$ cat config.mk
export PLATFORM = sky130hd
export DESIGN_NAME = mma_result_drain
export DESIGN_NICKNAME = d
export VERILOG_FILES = /design/src/rtl/mma_pkg.sv /design/src/rtl/mma_sat.sv /design/src/rtl/mma_result_drain.sv
export SDC_FILE = /design/constraint.sdc
export NUM_CORES = 1
export LEC_CHECK = 0
export CORE_AREA = 2 2 460 462
export DETAILED_ROUTE_END_ITERATION = 7
export DIE_AREA = 0 0 462 464
export DONT_BUFFER_PORTS = 1
export PLACE_DENSITY = 0.54
export SYNTH_ARGS = -nofsm -noshare
export SYNTH_HDL_FRONTEND = slang
export SYNTH_SLANG_ARGS = --single-unit
$ cat constraint.sdc
create_clock -name clk_i -period 79.9 [get_ports clk_i]
set_clock_uncertainty 0.1 [all_clocks]
set_input_delay 23.97 -clock clk_i [delete_from_list [all_inputs] [get_ports clk_i]]
set_output_delay 23.97 -clock clk_i [all_outputs]
set_load 0.005 [all_outputs]
$ cat src/rtl/mma_pkg.sv
// Shared types and sizing helpers for the MMA result drain.
package mma_pkg;

    localparam int P_DEF  = 8;
    localparam int M_DEF  = 8;
    localparam int N_DEF  = 4;
    localparam int E_DEF  = 4;

    // Accumulator element at the default operand precision.
    typedef logic signed [4*P_DEF-1:0] acc_t;

    // Tile-slot occupancy; doubles as the drain controller state.
    typedef enum logic [1:0] {
        SLOTS_EMPTY = 2'd0,
        SLOTS_ONE   = 2'd1,
        SLOTS_FULL  = 2'd2
    } slots_t;

    function automatic int beats_f(input int m, input int n, input int e);
        return (m * n) / e;
    endfunction

    // Beat counter width, never narrower than one bit.
    function automatic int beat_w_f(input int beats);
        return (beats > 1) ? $clog2(beats) : 1;
    endfunction

    localparam int BEATS  = beats_f(M_DEF, N_DEF, E_DEF);
    localparam int BEAT_W = beat_w_f(BEATS);

endpackage

$ cat src/rtl/mma_sat.sv
// One-lane signed clamp from accumulator width to output width with a clip flag.
module mma_sat #(
    parameter int ACC_W = 32,
    parameter int OUT_W = 32
) (
    input  logic signed [ACC_W-1:0] acc_i,
    output logic        [OUT_W-1:0] out_o,
    output logic                    clip_o
);

    if (OUT_W == ACC_W) begin : g_pass
        assign out_o  = acc_i;
        assign clip_o = 1'b0;
    end else begin : g_clamp
        logic fits;
        // The value fits when every bit above the output sign bit equals the sign.
        assign fits   = (acc_i[ACC_W-1:OUT_W-1] == {(ACC_W-OUT_W+1){acc_i[ACC_W-1]}});
        assign clip_o = !fits;
        assign out_o  = fits ? acc_i[OUT_W-1:0]
                      : (acc_i[ACC_W-1] ? {1'b1, {(OUT_W-1){1'b0}}}
                                        : {1'b0, {(OUT_W-1){1'b1}}});
    end

endmodule

$ cat src/rtl/mma_result_drain.sv
// Ping-pong tile buffer that streams MMA result tiles row-major, E elements per beat.
//
// state        | meaning
// SLOTS_EMPTY  | no tile held, valid_o low
// SLOTS_ONE    | one tile held and draining, other slot free
// SLOTS_FULL   | both slots held, ready_o low
module mma_result_drain
    import mma_pkg::*;
#(
    parameter int M     = 8,
    parameter int N     = 4,
    parameter int P     = 8,
    parameter int E     = 4,
    parameter int OUT_W = 32,
    localparam int ACC_W   = 4 * P,
    localparam int NBEATS  = beats_f(M, N, E),
    localparam int NBEAT_W = beat_w_f(NBEATS)
) (
    input  logic                               clk_i,
    input  logic                               rst_i,
    input  logic [M-1:0][N-1:0][ACC_W-1:0]     D_i,
    input  logic                               valid_i,
    output logic                               ready_o,
    output logic [E-1:0][OUT_W-1:0]            data_o,
    output logic                               valid_o,
    input  logic                               ready_i,
    output logic                               last_o,
    output logic [NBEAT_W-1:0]                 beat_o,
    input  logic                               clr_sat_i,
    output logic                               sat_o
);

    localparam int TILE_W = M * N * ACC_W;

    if ((N % E) != 0) begin : g_bad_e
        $error("mma_result_drain: E must divide N");
    end
    if (OUT_W < 2 || OUT_W > ACC_W) begin : g_bad_out_w
        $error("mma_result_drain: OUT_W must be in [2, 4*P]");
    end

    slots_t               state_q, state_d;
    logic [TILE_W-1:0]    slot_q [2];
    logic                 head_q, tail_q;
    logic [NBEAT_W-1:0]   beat_q, beat_d;
    logic                 sat_q, sat_d;
    logic                 push, xfer, fin;
    logic [E-1:0]         clip;
    logic [TILE_W-1:0]    head_tile;

    assign ready_o   = !rst_i && (state_q != SLOTS_FULL);
    assign valid_o   = (state_q != SLOTS_EMPTY);
    assign last_o    = valid_o && (beat_q == NBEAT_W'(NBEATS - 1));
    assign beat_o    = beat_q;
    assign sat_o     = sat_q;
    assign push      = valid_i && ready_o;
    assign xfer      = valid_o && ready_i;
    assign fin       = xfer && last_o;
    assign head_tile = slot_q[head_q];

    // Packed tile layout puts element [r][c] at flat index r*N+c, so beat b lane e is b*E+e.
    for (genvar e = 0; e < E; e++) begin : g_lane
        logic signed [ACC_W-1:0] acc;
        assign acc = head_tile[(int'(beat_q) * E + e) * ACC_W +: ACC_W];
        mma_sat #(.ACC_W(ACC_W), .OUT_W(OUT_W)) u_sat (
            .acc_i  (acc),
            .out_o  (data_o[e]),
            .clip_o (clip[e])
        );
    end

    // Next occupancy, beat position and sticky saturation flag.
    always_comb begin
        state_d = state_q;
        beat_d  = beat_q;
        sat_d   = sat_q;
        case (state_q)
            SLOTS_EMPTY: if (push) state_d = SLOTS_ONE;
            SLOTS_ONE: begin
                if (push && !fin)      state_d = SLOTS_FULL;
                else if (!push && fin) state_d = SLOTS_EMPTY;
            end
            SLOTS_FULL:  if (fin) state_d = SLOTS_ONE;
            default:     state_d = SLOTS_EMPTY;
        endcase
        if (xfer) beat_d = fin ? '0 : beat_q + 1'b1;
        if (xfer && (|clip)) sat_d = 1'b1;
        else if (clr_sat_i)  sat_d = 1'b0;
    end

    // Control registers; reset discards any held or partially drained tile.
    always_ff @(posedge clk_i or posedge rst_i) begin
        if (rst_i) begin
            state_q <= SLOTS_EMPTY;
            head_q  <= 1'b0;
            tail_q  <= 1'b0;
            beat_q  <= '0;
            sat_q   <= 1'b0;
        end else begin
            state_q <= state_d;
            beat_q  <= beat_d;
            sat_q   <= sat_d;
            if (push) tail_q <= ~tail_q;
            if (fin)  head_q <= ~head_q;
        end
    end

    // Tile storage needs no reset; occupancy decides what is visible.
    always_ff @(posedge clk_i) begin
        if (push) slot_q[tail_q] <= D_i;
    end

endmodule

Yosys cells after proc, flatten, opt, wreduce, memory -nomap -nowiden
Memory sizes are Yosys's and may differ from the RTL's.
Cells that the tools add are included.
{ "totals": {"regBits": 7, "latchBits": 0, "ram_bits": 2048, "rom_bits": 0, "inputBits": 1029, "out_inout_bits": 135, "wordCells": 43, "memories": 1} }
{ "memory_table": {"columns": ["name", "depth", "word_bits", "read_ports", "rd_clocked_by_memory_dff", "write_ports", "line_no", "text"], "rows": [
  ["slot_q", 2, 1024, 1, 0, 1, "mma_result_drain.sv:43", "logic [TILE_W-1:0] slot_q [2];"]
]} }
{ "classes": {"add_sub_neg": 4, "mul": 0, "n_div": 0, "order_cmp": 0, "n_eq_ne": 7, "n_shift": 4, "muxes": 8, "n_bitwise": 2, "reduce_logical": 13} }
{ "op_table": {"columns": ["cell", "count"], "rows": [
  ["$shiftx 1024x12->32", 3],
  ["$shiftx 1024x11->32", 1],
  ["$add 5x2->6 const B", 2],
  ["$mux 2", 4],
  ["$logic_and 1x1->1", 7],
  ["$add 5x1->6 const B", 1],
  ["$ne 2x2->1 const B", 3],
  ["$pmux 2 s3", 1],
  ["$add 3x1->3 const B", 1],
  ["$eq 3x3->1 const B", 1],
  ["$logic_not 1->1", 3],
  ["$mux 3", 1],
  ["$ne 3x3->1 const B", 1],
  ["$reduce_and 3->1", 1],
  ["$eq 2x1->1 const B", 1],
  ["$eq 2x2->1 const B", 1],
  ["$logic_not 2->1", 1],
  ["$mux 1", 2],
  ["$not 1->1", 2],
  ["$reduce_bool 2->1", 1]
]} }

Depth between registers and ports, before layout
Gate-level depths: netlist of the first run.
{ "depth": {"word_depth": 8, "ltp_mapped": 9, "ltp_nobuf": 6} }

Cells and area by module
Synthesis of the first run repeated with hierarchy kept, for this count alone.
{ "unflattened": {"cells_unflattened": 3591, "area_unflattened_um2": 78424.0} }
{ "modules_own_cells": {"columns": ["module", "n_inst", "cells_each", "area_each_um2"], "rows": [
  ["mma_result_drain", 1, 3455, 77418.0],
  ["mma_sat", 4, 34, 251.5]
]} }

Worst setup path before layout of the first run
OpenSTA, ideal clock, no wires.
{ "synth_path": {"path_type": "in2reg", "from": "input rst_i", "to": "memory slot_q[0][0] in the netlist's numbering, enable pin", "setup_time_ps": 2565, "t_arrival_ps": 69126, "t_required_ps": 77235, "slack_ps": 8108, "path_stages": 2, "path_cell_list": "nor3b_1 -> nor2b_1"} }
{ "synth_via": {"elab_chain_len": 5} }
{ "synth_lines": {"columns": ["item", "line_no", "text"], "rows": [
  ["from (decl)", "mma_result_drain.sv:20", "input logic rst_i,"],
  ["$logic_not 1->1 (no line)", null, null],
  ["$logic_and 1x1->1", "mma_result_drain.sv:51", "assign ready_o = !rst_i && (state_q != SLOTS_FULL);"],
  ["$logic_and 1x1->1", "mma_result_drain.sv:56", "assign push = valid_i && ready_o;"],
  ["$mux 1", "mma_result_drain.sv:110", "if (push) slot_q[tail_q] <= D_i;"],
  ["$mux 1 (implied by the code)", "mma_result_drain.sv:110", null],
  ["to (decl)", "mma_result_drain.sv:43", null]
]} }
Every way passes these cells.

Final worst setup path of the first run
{ "layout_path": {"from": "input rst_i", "to": "output ready_o"} }
{ "layout_via": {"elab_chain_len": 2} }
{ "layout_lines": {"columns": ["item", "line_no", "text"], "rows": [
  ["$logic_not 1->1 (no line)", null, null],
  ["$logic_and 1x1->1", "mma_result_drain.sv:51", null],
  ["to (decl)", "mma_result_drain.sv:23", "output logic ready_o,"]
]} }
Every way passes these cells.

==> results.rst, run 1 <==
.. list-table::
   :header-rows: 1

   * - Metric
     - Value
   * - Status
     - finished clean
   * - Capture endpoint of the worst hold path
     - tail_q
   * - Maximum level of the CTS H-tree
     - 4
   * - Number of antenna violations at the first check in global routing
     - 143
   * - Number of pins exceeding their max-slew limit in the final report
     - 0
   * - Final Worst Setup Slack
     - 31.74 ns
   * - Netlist area before placement
     - approximately 77000 sq um
   * - Top achievable clock speed
     - 20.76 MHz
   * - Sequential share of power
     - 0.436
   * - Clock Sink Count
     - 2055
   * - Initial DRC count
     - 2844
   * - Starting utilization of the core area
     - 0.3700
   * - Power Density
     - 35.97 nW/um^2
   * - Mean Syn Cell Area
     - 23.11 sq um
   * - Launching point of the worst reg2reg path
     - state_q[1]
   * - Flop and latch count out of synthesis
     - 2055
   * - Internal power
     - 0.002193 W
   * - Endpoint required time on the critical path
     - between 50 and 60 ns
   * - Clock tree from TritonCTS
     - yes
   * - Number of hold buffers added after CTS
     - 0
   * - Clk network pwr share
     - 0.307
   * - Via density per instance
     - 5.348
   * - Sum of negative setup slack
     - 0 ns
   * - FILL cells
     - 18.10k
   * - Net total in the final layout
     - 4472
   * - FFs w/ async S/R, synth
     - 0.003406
   * - Peak supply drop
     - 0.02744 mV
   * - Hold Crit Class
     - flip-flop to flip-flop
   * - Origin of the worst setup path
     - rst_i
   * - Static Leak
     - 26.74 nW
   * - Detailed placer's ending HPWL
     - 149.3 mm
   * - Highest cell delay on the worst timing path
     - 0.12 ns
   * - Crit Path Class
     - primary input to output port
   * - Remaining DRCs
     - 0
   * - Number of instances in the synthesized netlist
     - 3348
   * - Highest-delay cell along the critical path
     - nor2_1
   * - Routed len/inst
     - around 33 um
   * - Top cell types by occurrence after synthesis
     - edfxtp_1, mux4_2, a22oi_1
   * - Critical Path Start Type
     - primary input
   * - Cell-by-cell trace of the critical path
     - nor2_1
   * - Pin count of the biggest net entering global routing
     - about 150
   * - Switch Pwr
     - 0.0009544 W
   * - Area of the core
     - 209200 sq um
   * - Family with the most delay on the worst path
     - simple AND/OR/NAND/NOR gates
   * - Max capacitance violation total
     - 0
   * - Total die area
     - 214400 sq um
   * - Top FF cell, synth
     - edfxtp_1
   * - Standard-cell rows
     - 168
   * - Vias in the first global route
     - roughly 36k
   * - Net Sw Frac
     - 0.3033
   * - DP Cell Count
     - 6035
   * - Register-to-Register Path Depth
     - 8
   * - Clock Latency Late Sink
     - about 0.80 ns
   * - Die Y
     - 464 um
   * - Net Count, Synth
     - between 4k and 5k
   * - Cell type with the highest aggregate area in the netlist
     - edfxtp_1
   * - Hold violation total from the final report
     - 0
   * - Hold path depth
     - 1
   * - Post-CTS setup buffer count
     - 0
   * - Count of flip-flops with a built-in enable after synthesis
     - 2048
   * - Synth warnings
     - 0
   * - IO Pins
     - 1164
   * - Proportion of netlist area held by the largest area contributor
     - 0.7947
   * - Arrival @ worst endpoint
     - 24.09 ns
   * - Logic gate share of total power
     - 0.256
   * - Setup Viol. Count Final
     - 0
   * - First-pass GRT wire length
     - 291.8 mm
   * - Beginning of the worst hold path
     - tail_q
   * - Post-Layout Cell Count
     - 6493
   * - Sort of element at the end of the critical path
     - output port
   * - Antenna-violating nets left
     - 0
   * - Buffers & Inverters on Critical Path
     - 0
   * - Final weighted congestion in routability-driven placement
     - 0.8163
   * - Max-Slew Margin vs Limit
     - 0.2988
   * - Final Critical Period
     - 48.16 ns
   * - Endpoint of the worst register-to-register path
     - slot_q[0][256]
   * - Cell with the most instances after synthesis
     - edfxtp_1
   * - Horiz. Die Dim
     - 462 um
   * - Distinct cell type count after synthesis
     - 38
   * - Sequential cell area fraction in the yosys report
     - 0.7969
   * - Final period util
     - 0.6028
   * - Number of buffers inserted during clock tree synthesis
     - 209
   * - Overflow left after global routing
     - 0
   * - Worst-path maximum fanout
     - 4
   * - RSZ-0062 raised after global routing
     - false
   * - Worst-case clock buffer depth
     - 3
   * - Clock transition at the registers of the reported paths
     - 0.06 ns
   * - Total routing usage reported by global routing
     - 0.1974
   * - Aggregate routed wire length
     - 216.5 mm
   * - Top cells by area, synth
     - edfxtp_1, mux4_2, a22oi_1
   * - First-pass iteration count of the detailed router
     - 5
   * - Reg-to-reg slack, setup
     - 73.35 ns
   * - Layout cells sized above 1
     - 0.2273
   * - Setup slack at placement
     - 31.74 ns
   * - Number of gates given a new drive strength after cts
     - 0
   * - Total number of vias
     - 34.73k
   * - Slew @ Worst Pin
     - ~1.1 ns
   * - Quantity of I/O buffers inserted on ports
     - 0
   * - Area growth from synthesis to layout
     - 13.05%
   * - CTS Root Cell
     - clkbuf_16
how the worst max path moves through the flow:
stage / to / slack [ns] / cells past startpoint
finish: ready_o / 31.74 / 1
global route: ready_o / 31.73 / 1
floorplan: slot_q[0][0] / 8.11 / 2
detailed placement: ready_o / 31.74 / 1
CTS: ready_o / 31.74 / 1
global placement: ready_o / 31.73 / 1
state kept, by name, summed over array words and instances (netlist names):
register,count
slot_q,2048
state_q,2
tail_q,1
head_q,1
beat_o,3
layer usage:
layer  share of wire  global-route usage  up-vias
met5          0.0057                   0        -
met3            0.14              0.1204      413
li1                -                   -    14584
met4           0.023             0.05526      176
met2            0.50              0.3331     1416
met1            0.33              0.2038    18137
stage by stage:
stage	hold WS (ns)	total power (W)	cell area [sq um]	utilization
finish	0.4435	0.003147	87490	0.4183
global route	0.4950	0.003282	87380	0.4178
CTS	0.4430	0.003203	87320	0.4175
detailed placement	0.4266	0.002238	80480	0.3848
global placement	0.4217	0.002233	80480	0.3848
floorplan	0.3555	0.002178	77390	-
cells by family after synthesis:
group	Yosys count	share of synthesized area
other	1	0.00004846
AND/OR/NAND/NOR	184	0.01067
AO/OA/AOI/OAI	330	0.03004
buffers and inverters	187	0.01434
XOR/XNOR	2	0.0002264
adder cells (fa/ha/maj)	2	0.0003233
flip-flops	2055	0.7969
multiplexers	587	0.1474
layout make-up:
type / instances / area, sq um / area share
sequential: 2055 / 61690 / 0.7051
multi-input combinational: 1106 / 14660 / 0.1676
clock buffer: 243 / 5379 / 0.06148
tap: 2805 / 3510 / 0.04012
clock inverter: 148 / 1458 / 0.01666
timing repair buffer: 67 / 615.6 / 0.007036
antenna: 67 / 167.7 / 0.001916
inverter: 2 / 7.507 / 0.00008581
cells in the final DEF (no fill, tap or decap), types with 37 or more instances in the layout:
cell	count
mux2i_1	144
diode_2	67
clkinv_2	37
clkbuf_16	210
a21oi_1	44
edfxtp_1	2048
buf_4	58
clkinv_1	64
mux4_2	442
nand2_1	110
a22oi_1	224
power by group through the flow:
stage	Clock, W	Sequential, W	Combinational [W]
floorplan	0	0.00160	0.000583
global placement	0	0.00139	0.000840
detailed placement	0	0.00140	0.000840
CTS	0.000987	0.00138	0.000841
global route	0.00103	0.00138	0.000869
finish	0.000967	0.00137	0.000807
(Power assumes the default switching activity.)
==> inputs of run 2 (changes only) <==
--- a/config.mk
+++ b/config.mk
@@ -9,7 +9,7 @@
 export DETAILED_ROUTE_END_ITERATION = 7
 export DIE_AREA = 0 0 462 464
 export DONT_BUFFER_PORTS = 1
-export PLACE_DENSITY = 0.54
+export PLACE_DENSITY = 0.56
 export SYNTH_ARGS = -nofsm -noshare
 export SYNTH_HDL_FRONTEND = slang
 export SYNTH_SLANG_ARGS = --single-unit
==> constraint.sdc (replaced) <==
create_clock -name clk_i -period 42.9 [get_ports clk_i]
set_clock_uncertainty 0.1 [all_clocks]
set_input_delay 12.87 -clock clk_i [delete_from_list [all_inputs] [get_ports clk_i]]
set_output_delay 12.87 -clock clk_i [all_outputs]
set_load 0.005 [all_outputs]
==> results.rst, run 2 (synthesized netlist as in run 1, its figures left out) <==
.. list-table::
   :header-rows: 1

   * - Metric
     - Value
   * - Switch Pwr
     - 0.001783 W (+87%)
   * - Number of antenna violations at the first check in global routing
     - 117 (-18%)
   * - Final period util
     - 0.6050
   * - Net total in the final layout
     - 4479 (+0.16%)
   * - Crit Path Class
     - primary input to output port
   * - Slew @ Worst Pin
     - 1.095 ns (+0.04287 ns)
   * - Number of hold buffers added after CTS
     - 0 (unchanged)
   * - IO Pins
     - 1164 (unchanged)
   * - Post-CTS setup buffer count
     - 0 (unchanged)
   * - Clock Sink Count
     - 2055 (unchanged)
   * - Area growth from synthesis to layout
     - 12.71%
   * - Layout cells sized above 1
     - 0.2269 (-0.0004015)
   * - Remaining DRCs
     - 0 (unchanged)
   * - Peak supply drop
     - 0.04594 mV (+67%)
   * - Area of the core
     - 209200 sq um (unchanged)
   * - Logic gate share of total power
     - 0.263 (+0.007)
   * - Sort of element at the end of the critical path
     - output port
   * - Overflow left after global routing
     - 0 (unchanged)
   * - Highest cell delay on the worst timing path
     - 0.11 ns (about the same)
   * - Maximum level of the CTS H-tree
     - 4 (unchanged)
   * - Buffers & Inverters on Critical Path
     - 0 (unchanged)
   * - Initial DRC count
     - 3186 (+12%)
   * - Sequential share of power
     - 0.439 (+0.003)
   * - Family with the most delay on the worst path
     - simple AND/OR/NAND/NOR gates
   * - First-pass iteration count of the detailed router
     - 8 (+3)
   * - Clk network pwr share
     - 0.299 (-0.008)
   * - Total number of vias
     - 34.63k (-0.26%)
   * - Starting utilization of the core area
     - 0.3700 (unchanged)
   * - Total die area
     - 214400 sq um (unchanged)
   * - Routed len/inst
     - 33.33 um (about the same)
   * - Max capacitance violation total
     - 0 (unchanged)
   * - Worst-case clock buffer depth
     - 3 (unchanged)
   * - Vias in the first global route
     - 36.05k (-0.46%)
   * - Tightest hold margin
     - 0.4408 ns (-0.002707 ns)
   * - Status
     - finished clean
   * - Number of buffers inserted during clock tree synthesis
     - 208 (-0.48%)
   * - Internal power
     - 0.004047 W (+85%)
   * - Final standard cell utilization of the core
     - 0.4170 (-0.001268)
   * - CTS Root Cell
     - clkbuf_16
   * - Number of gates given a new drive strength after cts
     - 0 (unchanged)
   * - Detailed placer's ending HPWL
     - 151.0 mm (+1.2%)
   * - Total routing usage reported by global routing
     - 0.1970 (-0.0003998)
   * - RSZ-0062 raised after global routing
     - false
   * - Antenna-violating nets left
     - 0 (unchanged)
   * - Placed standard-cell area
     - 80500 sq um (about the same)
   * - Arrival @ worst endpoint
     - 12.98 ns (-11.11 ns)
   * - Clock transition at the registers of the reported paths
     - 0.06 ns (about the same)
   * - Die Y
     - 464 um (unchanged)
   * - Hold violation total from the final report
     - 0 (unchanged)
   * - Endpoint required time on the critical path
     - 29.93 ns (-25.90 ns)
   * - Sum of negative setup slack
     - 0 ns (unchanged)
   * - Standard-cell rows
     - 168 (unchanged)
   * - Register ranked first by flip-flop count
     - slot_q
   * - Post-route cell area
     - 87220 sq um (-0.30%)
   * - Final weighted congestion in routability-driven placement
     - 0.8347 (+2.3%)
   * - Static Leak
     - 26.63 nW (-0.42%)
   * - Max-Slew Margin vs Limit
     - 0.2703 (-0.02858)
   * - Aggregate routed wire length
     - 216.6 mm (about the same)
   * - Highest-delay cell along the critical path
     - nor2_1
   * - Quantity of I/O buffers inserted on ports
     - 0 (unchanged)
   * - Overall power of the completed layout
     - 0.005830 W (+85%)
   * - Largest register FFs
     - 2048 (unchanged)
   * - Most common cell after layout, fill and taps aside
     - edfxtp_1
   * - Pin count of the biggest net entering global routing
     - 161 (+5.9%)
   * - Clock Latency Late Sink
     - 0.84 ns (+0.04 ns)
   * - Horiz. Die Dim
     - 462 um (unchanged)
   * - Final Critical Period
     - roughly 26 ns
   * - Power Density
     - 66.84 nW/um^2 (+86%)
   * - Worst-path maximum fanout
     - 4 (unchanged)
   * - Net Sw Frac
     - 0.3058 (+0.002477)
   * - Number of pins exceeding their max-slew limit in the final report
     - 0 (unchanged)
   * - Cell-by-cell trace of the critical path
     - nor2_1
   * - Commonest cells after routing, fill and taps aside
     - edfxtp_1, mux4_2, a22oi_1
   * - First-pass GRT wire length
     - 291.7 mm (about the same)
   * - Setup Viol. Count Final
     - 0 (unchanged)
   * - Clock tree from TritonCTS
     - yes
   * - Critical Path Start Type
     - primary input
   * - Top achievable clock speed
     - around 39 MHz
   * - Via density per instance
     - 5.328 (-0.37%)
   * - Hold Crit Class
     - flip-flop to flip-flop
## run 2: cell types whose count changed in the layout (fill, tap and decap cells not counted)
cell and change:
inv_6 -1, clkinv_8 +3, buf_12 -3, clkbuf_1 +15
clkinv_2 -1, diode_2 +5, inv_8 -1, buf_4 +11
clkinv_16 -6, clkinvlp_4 +1, bufinv_16 -6, clkinv_1 -12
clkinv_4 +2
## run 2: routing by layer
layer	track usage	up-vias	routed length, um	part of all wire
li1	-	14582	-	-
met1	0.2074	18160	72230	0.33
met2	0.3319	1401	109100	0.50
met3	0.1139	371	29330	0.14
met4	0.05679	120	5106	0.024
met5	0	-	844	0.0039
## run 2: worst paths after layout
| path | from | end | slack, ns | cells past startpoint |
|---|---|---|---|---|
| worst max-delay path | rst_i | ready_o | 16.95 | 1 |
| worst min-delay path | state_q[1] | state_q[0] | 0.44 | 1 |
| worst max register to register | state_q[1] | slot_q[0][289] | 36.98 | 8 |
| worst min register to register | state_q[1] | state_q[0] | 0.44 | 1 |
| max in group asynchronous | rst_i | head_q | 30.71 | 1 |
| min in group asynchronous | rst_i | tail_q | 11.74 | 1 |
## run 2: final cells by class
class	count	area (sq um)
clock buffers	258	5435
clock inverters	127	1101
multi-input cells	1106	14660
well taps	2805	3510
fillers	18022	121900
inverters	2	7.507
repair buffers	75	638.1
diodes	72	180.2
flip-flops and latches	2055	61690
## run 2: per-stage QoR
| stage | cells | setup WS (ns) |
|---|---|---|
| after floorplan | 3348 | 2.125 |
| after detailed placement | 6043 | 16.94 |
| after global routing | 6451 | 16.93 |
| after CTS | 6428 | 16.94 |
| final | 6500 | 16.95 |
| after global placement | 6043 | 16.92 |
## run 2: power by group through the flow
stage,Sequential [W],Combinational (W),Clock (W)
after floorplan,0.00285,0.00109,0
after global placement,0.00259,0.00159,0
after detailed placement,0.00260,0.00159,0
after CTS,0.00256,0.00159,0.00178
after global routing,0.00258,0.00164,0.00186
final,0.00256,0.00153,0.00174
